## config.mk

```make
export PLATFORM = sky130hd
export DESIGN_NAME = pipeline_control_irq_dispatch
export DESIGN_NICKNAME = d
export VERILOG_FILES = /design/src/rtl/pipeline_control_irq_dispatch_pkg.sv /design/src/rtl/pipeline_control_irq_dispatch.sv
export SDC_FILE = /design/constraint.sdc
export NUM_CORES = 1
export LEC_CHECK = 0
export CELL_PAD_IN_SITES_DETAIL_PLACEMENT = 1
export CELL_PAD_IN_SITES_GLOBAL_PLACEMENT = 1
export CORE_MARGIN = 2
export CORE_UTILIZATION = 30
export DETAILED_ROUTE_END_ITERATION = 12
export DONT_BUFFER_PORTS = 1
export GPL_TIMING_DRIVEN = 0
export MAX_ROUTING_LAYER = met4
export PLACE_DENSITY = 0.56
export SYNTH_ARGS = -nofsm -noshare
export SYNTH_HDL_FRONTEND = slang
export SYNTH_SLANG_ARGS = --single-unit
```

## constraint.sdc

```tcl
create_clock -name iCLOCK -period 2.2 [get_ports iCLOCK]
set_input_delay 0.22 -clock iCLOCK [delete_from_list [all_inputs] [get_ports iCLOCK]]
set_output_delay 0.22 -clock iCLOCK [all_outputs]
set_load 0.05 [all_outputs]
```

## src/rtl/pipeline_control_irq_dispatch_pkg.sv

```systemverilog
// Shared pipeline-control definitions: dispatch FSM encodings and handler alignment helper.
package pipeline_control_irq_dispatch_pkg;

  typedef enum logic [2:0] {
    IDLE    = 3'd0,
    DRAIN   = 3'd1,
    RD_REQ  = 3'd2,
    RD_WAIT = 3'd3,
    JUMP    = 3'd4
  } irq_state_t;

  localparam int unsigned IRQ_NUM_W = 7;
  localparam int unsigned ADDR_W    = 32;

  function automatic logic is_misaligned(input logic [ADDR_W-1:0] addr);
    return |addr[1:0];
  endfunction

endpackage

```

## src/rtl/pipeline_control_irq_dispatch.sv

```systemverilog
// Interrupt entry sequencer: accept one IRQ, drain the pipeline, fetch the handler
// address through the IDT read stage, then issue a single held jump request.
//
// state   | meaning
// IDLE    | waiting for an enabled pending interrupt
// DRAIN   | pipeline stop requested, waiting for empty; captures resume PC
// RD_REQ  | one-cycle handler-read start
// RD_WAIT | waiting for handler-read finish; captures handler and fault
// JUMP    | jump request held until acknowledged
module pipeline_control_irq_dispatch
  import pipeline_control_irq_dispatch_pkg::*;
(
  input  logic                 iCLOCK,
  input  logic                 inRESET,
  input  logic                 iRESET_SYNC,
  input  logic                 iIRQ_VALID,
  input  logic [IRQ_NUM_W-1:0] iIRQ_NUM,
  output logic                 oIRQ_ACK,
  input  logic                 iIRQ_ENA,
  output logic                 oPIPE_STOP,
  input  logic                 iPIPE_EMPTY,
  input  logic [ADDR_W-1:0]    iCURRENT_PC,
  output logic                 oRD_START,
  output logic [IRQ_NUM_W-1:0] oRD_IRQ_NUM,
  input  logic                 iRD_FINISH,
  input  logic [ADDR_W-1:0]    iRD_HUNDLER,
  output logic                 oJUMP_VALID,
  output logic [ADDR_W-1:0]    oJUMP_ADDR,
  input  logic                 iJUMP_ACK,
  output logic [ADDR_W-1:0]    oSAVE_PC,
  output logic [IRQ_NUM_W-1:0] oSAVE_IRQ_NUM,
  output logic                 oHUNDLER_FAULT,
  output logic                 oBUSY
);

  irq_state_t             state_q, state_d;
  logic [IRQ_NUM_W-1:0]   irq_num_q;
  logic [ADDR_W-1:0]      save_pc_q;
  logic [ADDR_W-1:0]      handler_q;
  logic                   fault_q;
  logic                   accept;

  // Reset gating keeps the combinational ack low while either reset is active.
  assign accept = (state_q == IDLE) && iIRQ_VALID && iIRQ_ENA && inRESET && !iRESET_SYNC;

  always_comb begin
    state_d = state_q;
    case (state_q)
      IDLE:    if (accept)      state_d = DRAIN;
      DRAIN:   if (iPIPE_EMPTY) state_d = RD_REQ;
      RD_REQ:                   state_d = RD_WAIT;
      RD_WAIT: if (iRD_FINISH)  state_d = JUMP;
      JUMP:    if (iJUMP_ACK)   state_d = IDLE;
      default:                  state_d = IDLE;
    endcase
  end

  always_ff @(posedge iCLOCK or negedge inRESET) begin
    if (!inRESET) begin
      state_q   <= IDLE;
      irq_num_q <= '0;
      save_pc_q <= '0;
      handler_q <= '0;
      fault_q   <= 1'b0;
    end else if (iRESET_SYNC) begin
      state_q   <= IDLE;
      irq_num_q <= '0;
      save_pc_q <= '0;
      handler_q <= '0;
      fault_q   <= 1'b0;
    end else begin
      state_q <= state_d;
      if (accept) irq_num_q <= iIRQ_NUM;
      if (state_q == DRAIN && iPIPE_EMPTY) save_pc_q <= iCURRENT_PC;
      if (state_q == RD_WAIT && iRD_FINISH) begin
        handler_q <= iRD_HUNDLER;
        fault_q   <= is_misaligned(iRD_HUNDLER);
      end
    end
  end

  assign oIRQ_ACK       = accept;
  assign oPIPE_STOP     = (state_q != IDLE);
  assign oBUSY          = (state_q != IDLE);
  assign oRD_START      = (state_q == RD_REQ);
  assign oRD_IRQ_NUM    = irq_num_q;
  assign oSAVE_IRQ_NUM  = irq_num_q;
  assign oJUMP_VALID    = (state_q == JUMP);
  assign oJUMP_ADDR     = handler_q;
  assign oSAVE_PC       = save_pc_q;
  assign oHUNDLER_FAULT = fault_q;

endmodule

```

==> summary.md <==
| Metric | Value |
|---|---|
| CP Data Required Time | 1.98 ns |
| M1 WL | ~3.1 mm |
| Total grt overflow | 0 |
| Setup crit end kind | output pin |
| Routed wl met2 | roughly 4.3 mm |
| Die width | approximately 100 um |
| VDD IR max | roughly 0.00027 V |
| DRT iter0 DRCs | 67 |
| Synthesized flop and latch total | 75 |
| CTS max path bufs | 2 |
| Clock root buffer | clkbuf_8 |
| Via count | around 2.1k |
| DRT antenna net count | 0 |
| Max Used Layer | met4 |
| Crit path DAT | 1.90 ns |
| Max-slew violations | 0 |
| Crit Path Max Fanout | 3 |
| Clock share of power | 0.445 |
| Mapped Area | between 2000 and 3000 sq um |
| Post-synthesis simple-gate area fraction | 0.05150 |
| Pint | 0.002455 W |
| WL per Instance | about 20 um |
| Post-Synth Adder-Cell Area | 0 |
| Worst min path class | input pin to flip-flop |
| FMAX | roughly 470 MHz |
| Synthesized netlist cell count | about 210 |
| EDFF count, synth | 0 |
| Sequential share of the synthesized area | 0.6438 |
| Area Overhead vs Synth | 33.73% |
| Placer Congestion | 0.7113 |
| Clock sinks | between 70 and 80 |
| Status | completed |
| FP Rows | 35 |
| Commonest cells after routing, fill and taps aside | dfrtp_1, a22o_1, dlygate4sd3_1 |
| Fin nets | between 300 and 400 |
| Critical Path Source Type | flip-flop |
| Met3 wire len | about 560 um |
| Die Area | around 11000 sq um |
| CTS tree | built |
| Worst-Skew Late Latency | 0.34 ns |
| Routed WL | 8.127 mm |
| Setup CP Type | flip-flop to output pin |
| Largest family of logic cells by synthesized area | compound AO/OA/AOI/OAI gates |
| Sw Share | 0.2385 |
| DRC | 0 |
| Tcrit/Tclk final | 0.9616 |
| Lkg Pwr | 1.857 nW |
| Library cells used by synthesis | 30 |
| Inserted Clock Buffers | 9 |
| Total GRT Usage | 0.1612 |
| Clock H-tree levels | 3 |
| Xor and xnor fraction of the mapped netlist area | 0 |
| Mux cell area share after synthesis | 0.02403 |
| HPWL Detailed | roughly 5.2 mm |
| Global-route wire length before repair | 12.50 mm |
| ANT cells | 0 |
| Number of global-route vias before repair | about 2.3k |
| Most common cell after layout, fill and taps aside | dfrtp_1 |
| Sequential share of power | 0.468 |
| Boundary Pins | approximately 160 |
| Compound-Gate Fraction of Synth Area | 0.2275 |
| Max Cap Viol | 0 |
| Proportion of layout cells with a drive suffix above 1 | 0.1383 |
| Via density | ~5 |
| Number of antenna violations at the first check in global routing | 0 |
| Final core utilization | 0.4180 |
| RSZ-0062 raised after global routing | false |
| PwrDens | around 830 nW/um^2 |
| Setup Skew | 0.01423 ns |
| Syn_nets | 293 |
| Pin count of the biggest net entering global routing | 76 |
| 1st-pass router iterations | 4 |
| Switching pwr | about 0.00077 W |
| Async SR Flop Fraction | 1.000 |
| Minimum clock period | about 2.1 ns |
| Logic pwr share | 0.087 |
| Tightest Pin Transition | between 0.9 and 1 ns |
| Worst-path clk slew | 0.09 ns |
| Final count of negative-setup-slack endpoints | 0 |
| Vert. Die Dim | between 100 and 150 um |
| Number of buffers added on ports | 0 |
| Max-slew headroom | 0.3815 |
| WHS | ~0.018 ns |
| Top_reg_cell synth | dfrtp_1 |
| Final hold violation count | 0 |
| Yosys warning count | 0 |
| Post-Syn Area per Cell | about 14 sq um |
| Starting density of the core | 0.3125 |
| CORE AREA | 9328 sq um |
per-stage QoR:
step	instance area, sq um	setup TNS (ns)	total power, W	worst slack (ns)	cells
detailed placement	3084	0	0.001709	0.1327	343
floorplan	2918	0	0.001677	0.1944	214
global route	3899	0	0.003362	0.001214	411
finish	3899	0	0.003224	0.08459	411
global placement	3079	0	0.001706	0.1036	343
CTS	3887	-0.008374	0.003273	-0.008374	410
synth_stat cells (2+ instances only):
| master | n | area share |
|---|---|---|
| a22o_1 | 64 | 0.19 |
| a31oi_1 | 2 | 0.0043 |
| and3_1 | 2 | 0.0043 |
| buf_2 | 4 | 0.0069 |
| buf_4 | 8 | 0.021 |
| buf_6 | 2 | 0.0077 |
| clkbuf_1 | 12 | 0.015 |
| dfrtp_1 | 75 | 0.64 |
| inv_1 | 2 | 0.0026 |
| mux2i_1 | 7 | 0.024 |
| nand2_1 | 3 | 0.0039 |
| nor2_1 | 11 | 0.014 |
| nor3_1 | 3 | 0.0051 |
| o21ai_0 | 2 | 0.0034 |
| or3b_1 | 2 | 0.0060 |
power by group through the flow:
stage | Clock [W] | Combinational [W] | Sequential [W]
CTS | 0.00148 | 0.000281 | 0.00151
detailed placement | 0 | 0.000171 | 0.00154
global placement | 0 | 0.000169 | 0.00154
global route | 0.00154 | 0.000306 | 0.00151
floorplan | 0 | 0.000147 | 0.00153
finish | 0.00143 | 0.000281 | 0.00151
final cells by class:
cell class	count	area [sq um]
clock inverter	4	120.1
fill	1002	5429
timing repair buffer	53	543.0
buffer	25	136.4
multi-input combinational	111	898.4
clock buffer	12	155.1
inverter	2	7.507
tap	129	161.4
sequential	75	1877
state kept, by name, summed over array words and instances (netlist names):
register and count:
oRD_IRQ_NUM 7, oSAVE_PC 32, oJUMP_ADDR 32, oHUNDLER_FAULT 1
state_q 3
metal layers:
| metal | GRT usage | up-vias |
|---|---|---|
| met5 | - | - |
| met4 | 0.06359 | 0 |
| met3 | 0.04407 | 11 |
| met2 | 0.2650 | 100 |
| met1 | 0.1879 | 1084 |
| li1 | - | 915 |
cells by family after synthesis:
family                 count (synthesis)
and+or+nand+nor                       28
muxes                                  7
AOI/OAI and AO/OA                     76
DFF                                   75
buffers and inverters                 28
worst max-delay path, cell delays in order (launching register included):
cell and delay, ns:
dfrtp_1 0.39, buf_6 0.11, or3_4 0.48, or2_4 0.30, nor2_4 0.27
final timing paths:
| check | from | slack (ns) | cells after the start | end |
|---|---|---|---|---|
| max | state_q[0] | 0.08 | 4 | oIRQ_ACK |
| min | iRD_HUNDLER[15] | 0.02 | 1 | oJUMP_ADDR[15] |
| max reg2reg | state_q[0] | 0.19 | 7 | oSAVE_PC[6] |
| min reg2reg | state_q[2] | 0.62 | 1 | state_q[1] |
| max in group asynchronous | inRESET | 1.44 | 2 | oRD_IRQ_NUM[6] |
| min in group asynchronous | inRESET | 0.44 | 2 | oJUMP_ADDR[0] |
what timing repair did:
action / 4_1_cts / 5_1_grt
hold buffers: 49 / 2
endpoints found under the setup margin: 1 / 1
hold endpoints to repair: 122 / 2
pin swaps: 3 / 3
resized for setup: 1 / 1
buffers inserted: 2 / 0
Note: power is estimated with default switching activity, not from simulation.
